$ cat config.mk
export PLATFORM = sky130hd
export DESIGN_NAME = code_entry
export DESIGN_NICKNAME = d
export VERILOG_FILES = /design/src/rtl/code_entry.sv
export SDC_FILE = /design/constraint.sdc
export NUM_CORES = 1
export LEC_CHECK = 0
export CORE_MARGIN = 5
export CORE_UTILIZATION = 52
export CTS_BUF_LIST = sky130_fd_sc_hd__clkbuf_4
export CTS_CLUSTER_DIAMETER = 50
export DETAILED_ROUTE_END_ITERATION = 10
export PLACE_DENSITY_LB_ADDON = 0.2
export RECOVER_POWER = 25
export SYNTH_ARGS = -nofsm -noshare
export SYNTH_HDL_FRONTEND = slang
export SYNTH_SLANG_ARGS = --single-unit
$ cat constraint.sdc
create_clock -name clk -period 2.05 [get_ports clk]
set_input_delay 0.205 -clock clk [delete_from_list [all_inputs] [get_ports clk]]
set_output_delay 0.205 -clock clk [all_outputs]
set_load 0.01 [all_outputs]
$ cat src/rtl/code_entry.sv
// rtl/code_entry.sv - bit-serial code entry sequencer with unlock/error/lockout indications
//
// Shifts code bits in MSB first, presents the registered code on `entered`
// to the comparator, samples `match` for one cycle, then grants access for
// UNLOCK_CYCLES or, after MAX_TRIES consecutive failures, locks out for
// LOCKOUT_CYCLES.
//
// Build option: CODE_ENTRY_LOCKOUT_EN
//   defined   - MAX_TRIES consecutive failures enter the LOCKOUT state.
//   undefined - LOCKOUT is never entered, `locked` is tied 0, and `fail_cnt`
//               saturates at MAX_TRIES until a match or reset.
//
// Ports:
//   clk        in   clock, all state changes on the rising edge
//   rst        in   synchronous active-high reset
//   bit_valid  in   strobe, bit_in carries a new code bit
//   bit_in     in   code bit, MSB first
//   clear      in   discard the partial entry (wins over bit_valid)
//   match      in   comparator result for the current `entered`
//   entered    out  registered code under entry / under check
//   unlocked   out  high while access is granted
//   error      out  one-cycle pulse per failed attempt
//   locked     out  high during lockout
//   fail_cnt   out  consecutive failed attempts
//   busy       out  high whenever not collecting bits
module code_entry #(
  parameter int CODE_W         = 4,
  parameter int MAX_TRIES      = 3,
  parameter int UNLOCK_CYCLES  = 8,
  parameter int LOCKOUT_CYCLES = 16
) (
  input  logic                             clk,
  input  logic                             rst,
  input  logic                             bit_valid,
  input  logic                             bit_in,
  input  logic                             clear,
  input  logic                             match,
  output logic [CODE_W-1:0]                entered,
  output logic                             unlocked,
  output logic                             error,
  output logic                             locked,
  output logic [$clog2(MAX_TRIES+1)-1:0]   fail_cnt,
  output logic                             busy
);

  localparam int FC_W    = $clog2(MAX_TRIES + 1);
  localparam int TMR_MAX = (UNLOCK_CYCLES > LOCKOUT_CYCLES) ? UNLOCK_CYCLES : LOCKOUT_CYCLES;
  localparam int TMR_W   = $clog2(TMR_MAX + 1);
  localparam int CNT_W   = (CODE_W > 1) ? $clog2(CODE_W) : 1;

  localparam logic [1:0] S_COLLECT = 2'd0;
  localparam logic [1:0] S_CHECK   = 2'd1;
  localparam logic [1:0] S_UNLOCK  = 2'd2;
  localparam logic [1:0] S_LOCKOUT = 2'd3;

  localparam logic [CNT_W-1:0] LAST_BIT = CNT_W'(CODE_W - 1);
  localparam logic [FC_W-1:0]  FC_MAX   = FC_W'(MAX_TRIES);
  localparam logic [TMR_W-1:0] T_UNLOCK = TMR_W'(UNLOCK_CYCLES);
  localparam logic [TMR_W-1:0] T_ONE    = TMR_W'(1);
`ifdef CODE_ENTRY_LOCKOUT_EN
  localparam logic [TMR_W-1:0] T_LOCK   = TMR_W'(LOCKOUT_CYCLES);
`endif

  logic [1:0]        state_q,   state_d;
  logic [CODE_W-1:0] entered_q, entered_d;
  logic [CNT_W-1:0]  cnt_q,     cnt_d;
  logic [TMR_W-1:0]  timer_q,   timer_d;
  logic [FC_W-1:0]   fail_q,    fail_d;
  logic              error_q,   error_d;
  logic [FC_W-1:0]   fail_inc;

  always_comb begin
    state_d   = state_q;
    entered_d = entered_q;
    cnt_d     = cnt_q;
    timer_d   = timer_q;
    fail_d    = fail_q;
    error_d   = 1'b0;
    fail_inc  = fail_q + FC_W'(1);

    case (state_q)
      S_COLLECT: begin
        if (clear) begin
          entered_d = '0;
          cnt_d     = '0;
        end else if (bit_valid) begin
          // Shift left, new bit lands in the LSB; the cast also covers CODE_W == 1.
          entered_d = CODE_W'({entered_q, bit_in});
          if (cnt_q == LAST_BIT) begin
            cnt_d   = '0;
            state_d = S_CHECK;
          end else begin
            cnt_d = cnt_q + CNT_W'(1);
          end
        end
      end

      S_CHECK: begin
        if (match) begin
          fail_d  = '0;
          timer_d = T_UNLOCK;
          state_d = S_UNLOCK;
        end else begin
          error_d = 1'b1;
`ifdef CODE_ENTRY_LOCKOUT_EN
          fail_d = fail_inc;
          if (fail_inc == FC_MAX) begin
            // Keep the failed code visible through the lockout.
            timer_d = T_LOCK;
            state_d = S_LOCKOUT;
          end else begin
            entered_d = '0;
            state_d   = S_COLLECT;
          end
`else
          if (fail_q != FC_MAX) begin
            fail_d = fail_inc;
          end
          entered_d = '0;
          state_d   = S_COLLECT;
`endif
        end
      end

      S_UNLOCK: begin
        timer_d = timer_q - T_ONE;
        if (timer_q == T_ONE) begin
          entered_d = '0;
          state_d   = S_COLLECT;
        end
      end

      S_LOCKOUT: begin
        timer_d = timer_q - T_ONE;
        if (timer_q == T_ONE) begin
          fail_d    = '0;
          entered_d = '0;
          state_d   = S_COLLECT;
        end
      end

      default: begin
        state_d = S_COLLECT;
      end
    endcase
  end

  always_ff @(posedge clk) begin
    if (rst) begin
      state_q   <= S_COLLECT;
      entered_q <= '0;
      cnt_q     <= '0;
      timer_q   <= '0;
      fail_q    <= '0;
      error_q   <= 1'b0;
    end else begin
      state_q   <= state_d;
      entered_q <= entered_d;
      cnt_q     <= cnt_d;
      timer_q   <= timer_d;
      fail_q    <= fail_d;
      error_q   <= error_d;
    end
  end

  assign entered  = entered_q;
  assign unlocked = (state_q == S_UNLOCK);
  assign error    = error_q;
`ifdef CODE_ENTRY_LOCKOUT_EN
  assign locked   = (state_q == S_LOCKOUT);
`else
  assign locked   = 1'b0;
`endif
  assign fail_cnt = fail_q;
  assign busy     = (state_q != S_COLLECT);

endmodule

Word level (Yosys, flattened, before mapping):

Cells that the tools add are included.

* bits of input ports: 6
* bits in registers: 16
* bits in writable memories: 0
* memories: 0
* bits in read-only memories: 0
* output and inout bits: 10
* latch bits: 0

* reductions and logical operators: 12
* order comparisons: 0
* eq/ne operators: 15
* div/mod/pow operators: 0
* bitwise gates (word level): 1
* muxes and demuxes: 20
* shift-type cells: 0
* add/subtract/negate cells: 3
* multiply operators: 0

Operators with widths (count)
* $mux W2: 10
* $mux W4: 4
* $ne A2 B2 Y1 const B: 7
* $pmux W4 S3: 1
* $pmux W5 S2: 1
* $reduce_bool A2 Y1: 4
* $eq A2 B2 Y1 const B: 3
* $ne A3 B3 Y1 const B: 2
* $pmux W2 S3: 1
* $reduce_and A3 Y1: 2
* $eq A5 B1 Y1 const B: 1
* $mux W5: 1
* $sub A5 B1 Y5 const B: 1
* $add A2 B1 Y2 const B: 2
* $pmux W2 S2: 1
* $reduce_and A2 Y1: 2
* $reduce_and A4 Y1: 1
* $reduce_or A2 Y1: 2
* $eq A2 B1 Y1 const B: 1
* $logic_not A2 Y1: 1
* $ne A2 B1 Y1 const B: 1
* $mux W1: 1
* $not A1 Y1: 1

Depth between registers and ports, before layout:

* word-level depth: 5
* depth in mapped cells: 6

Worst setup path before layout:

Ideal clock, no wire load.

* path type: reg-to-reg
* start: reg timer_q[1]
* end: reg fail_q[0] (netlist: fail_cnt[0])
* arrival: 1.648 ns
* clock period less this slack: 1.771 ns
* path slack: 0.279 ns
* buffers on the path: 1
* stages on the path, launching flop included: 7
* data required time: 1.927 ns
* cell sequence: dfxtp_1 > inv_1 > ha_1 > or4b_1 > buf_2 > a211oi_2 > mux2_1

* word-level cells in the longest chain between the ends: 3

RTL lines
* start, declared: line 67 `logic [TMR_W-1:0] timer_q, timer_d;`
* start signal, assigned: line 160 `timer_q <= timer_d;`
* $eq A5 B1 Y1: line 135 `if (timer_q == T_ONE) begin`
* $ne A2 B2 Y1 (no source line)
* $reduce_and A3 Y1 (no source line)
* end signal, assigned: line 161 `fail_q <= fail_d;`
* end, declared: line 68 `logic [FC_W-1:0] fail_q, fail_d;`

No other way between the ends.
A chain may end at the register's enable or synchronous reset.

Worst setup path in the final report:

* start: reg state_q[1]
* end: out unlocked

* word-level cells in the longest chain between the ends: 1

RTL lines
* start, declared: line 64 `logic [1:0] state_q, state_d;`
* start signal, assigned: line 157 `state_q <= state_d;`
* $eq A2 B2 Y1: line 167 `assign unlocked = (state_q == S_UNLOCK);`
* end, declared: line 39 `output logic unlocked,`

No other way between the ends.

==> flow_metrics.tcl <==
set metrics [dict create \
    portBuffers 14 \
    drt_pass1_iterations 5 \
    clockPowerShare_pct 33.1 \
    combPwrFrac_pct 7.2 \
    clockRootBuffer "clkbuf_4" \
    fin_hold_ws_ns 0.476 \
    cts_tree "built" \
    max_freq_mhz 518 \
    yosysWarnings 0 \
    syn_inst 101 \
    hold_viol 0 \
    rsz0062_at_grt "false" \
    vias 758 \
    p_per_area_nw_per_um2 511 \
    hold_class "in2reg" \
    area_delta_synth_final_pct 21.4 \
    die-area_um2 2540 \
    start_kind "flop" \
    grt_usage_pct 15.5 \
    routed-wl-met2_um 820 \
    clk_path_buf_depth 2 \
    setup_violations 0 \
    grt_pass1_vias 730 \
    syn-num-nets 111 \
    drv_cap 0 \
    dp_hpwl_mm 1.27 \
    tns_ns 0 \
    final_cell_mix "dfxtp_1 (16), nand3_1 (13), clkdlybuf4s50_1 (11)" \
    fin_skew_ns 0.0149 \
    cts_setup_buffers 0 \
    htreeDepth 1 \
    initial_utilization_pct 55.7 \
    mostFrequentLayoutCell "dfxtp_1" \
    vias_per_cell 5.79 \
    antennaDiodeCount 0 \
    num_rows 14 \
    ys_types 36 \
    postCtsHoldBufs 0 \
    ant_nets 0 \
    syn_area_um2 848 \
    path_class "reg2out" \
    syn_area_per_cell_um2 8.40 \
    grt_pass1_wl_mm 3.08 \
    timing.final.crit_period_ns 1.93 \
    maxUsedRoutingLayer "met4" \
    die-width_um 50.4 \
    num-nets-final 126 \
    intPower_mw 0.401 \
    core_um2 1520 \
    synth-seq-area-share_pct 37.8 \
    drt_drc_violations_left 0 \
    wl_mm 1.74 \
    ys_top_cells_by_area "dfxtp_1 (38%), nand3_1 (7.7%), ha_1 (5.9%)" \
    cts_resized 0 \
    die_h_um 50.4 \
    p_switching_mw 0.125 \
    overflow 0 \
    power_leakage_nw 0.374 \
    fin_crit_sh_pct 94.2 \
    detail_route.wl_per_cell_um 13.3 \
    maxSlewViolCount 0 \
    layout-drive-gt1-share_pct 7.83 \
    slew_headroom_pct 64.9 \
    yosysTopAreaCell "dfxtp_1" \
    swShare_pct 23.8 \
    clk-insertion-delay-late_ns 0.30 \
    dr_wl_met3_um 137 \
    crit_path_end_kind "primary output" \
    routabilityCongestion 0.806 \
    grt_max_degree 18 \
    clkTransAtPathRegs_ns 0.10 \
    critPathMaxFanout 17 \
    io_pins 16 \
    seqPwrFrac_pct 59.7 \
    yosysTopAreaCellShare_pct 37.8 \
    clock_sinks 16 \
    cp.required_ns 1.85 \
    antenna_found_initial 0 \
    dr.first_iter.drc_count 10 \
    ir_drop_uv 389 \
    worstMarginPinSlew_ns 0.526 \
    cts_made_buffers 3 \
    status "complete, no violations" \
    critPathArrivalTime_ns 1.73 \
    met1Wirelength_um 767 \
    ys_ff_latch 16 \
]
path summary, 6_finish.rpt:
| kind | startpoint | endpoint | slack (ns) | cells after the start |
|---|---|---|---|---|
| max | state_q[1]$_SDFFE_PP0P_ | unlocked | 0.12 | 2 |
| min | bit_in | entered[0]$_SDFFE_PP0P_ | 0.48 | 3 |
| max reg2reg | timer_q[1]$_SDFFE_PP0P_ | fail_cnt[0]$_SDFFE_PP0P_ | 0.30 | 5 |
| min reg2reg | fail_cnt[1]$_SDFFE_PP0P_ | fail_cnt[1]$_SDFFE_PP0P_ | 0.49 | 2 |
kinds of logic (layout without fill, tap and decap cells):
| logic type | count (synthesis) | in the layout | share of synthesized area [%] |
|---|---|---|---|
| xor+xnor | 2 | 2 | 2.07 |
| other cells | 1 | 1 | 0.442 |
| buf+inv | 13 | 27 | 6.34 |
| simple gates | 45 | 45 | 31.0 |
| compound gates | 18 | 18 | 14.0 |
| mux | 2 | 2 | 2.51 |
| flops | 16 | 16 | 37.8 |
| fa+ha+maj | 4 | 4 | 5.90 |
routing by layer:
layer | vias to the layer above | global-route usage [%]
li1 | 392 | -
met1 | 343 | 17.5
met2 | 19 | 26.2
met3 | 4 | 6.21
met4 | 0 | 5.53
met5 | - | 0
synth_stat cells:
master,instances
a211oi_1,2
a21oi_1,7
clkbuf_1,6
o211ai_1,1
dfxtp_1,16
conb_1,1
a2bb2oi_1,1
buf_4,1
nor4b_1,1
nor3b_1,5
buf_1,1
nand2b_1,2
or4b_1,1
or4_1,1
nor3_1,2
nand3_1,13
xnor2_1,1
a211oi_2,1
or3_1,2
nor4_1,1
nand4_1,1
mux2_1,1
nor2_1,2
mux2i_1,1
a22oi_1,3
and3b_1,1
nor2b_1,6
xor2_1,1
or2_2,1
nand2_1,5
nand3b_1,1
ha_1,4
inv_1,4
buf_2,1
o31ai_1,1
o21ai_0,2
flip-flops by register name (all words and copies together), names as in the netlist:
signal / flops
timer_q: 5
entered: 4
cnt_q: 2
fail_cnt: 2
state_q: 2
error: 1
layout make-up:
cell class | count | area (um2)
fillers | 123 | 494
multi-input cells | 72 | 474
flip-flops and latches | 16 | 320
repair buffers | 19 | 174
clock buffers | 3 | 22.5
well taps | 16 | 20.0
inverters | 4 | 15.0
clock inverters | 1 | 3.75
worst max-delay path, stage by stage (launching register included):
cell             delay, ns
dfxtp_1               0.67
nor2b_1               0.21
clkdlybuf4s50_1       0.55
power by group through the flow:
stage               Sequential (mW)  Combinational (mW)  Clock, mW
floorplan                     0.322              0.0197          0
global placement              0.321              0.0385          0
detailed placement            0.321              0.0389          0
finish                        0.314              0.0376      0.174
global route                  0.315              0.0414      0.190
CTS                           0.314              0.0392      0.176
metrics by stage:
step / instance area, um2 / utilization [%] / power (mW) / std cells / worst slack [ns]
after floorplan: 848 / - / 0.341 / 101 / 0.279
after global placement: 1010 / 66.1 / 0.360 / 127 / 0.316
after detailed placement: 1010 / 66.1 / 0.360 / 127 / 0.288
after CTS: 1030 / 67.8 / 0.529 / 131 / 0.110
after global routing: 1030 / 67.6 / 0.546 / 131 / 0.00663
final: 1030 / 67.6 / 0.526 / 131 / 0.118
No activity file was read; power rests on OpenSTA's default activity.
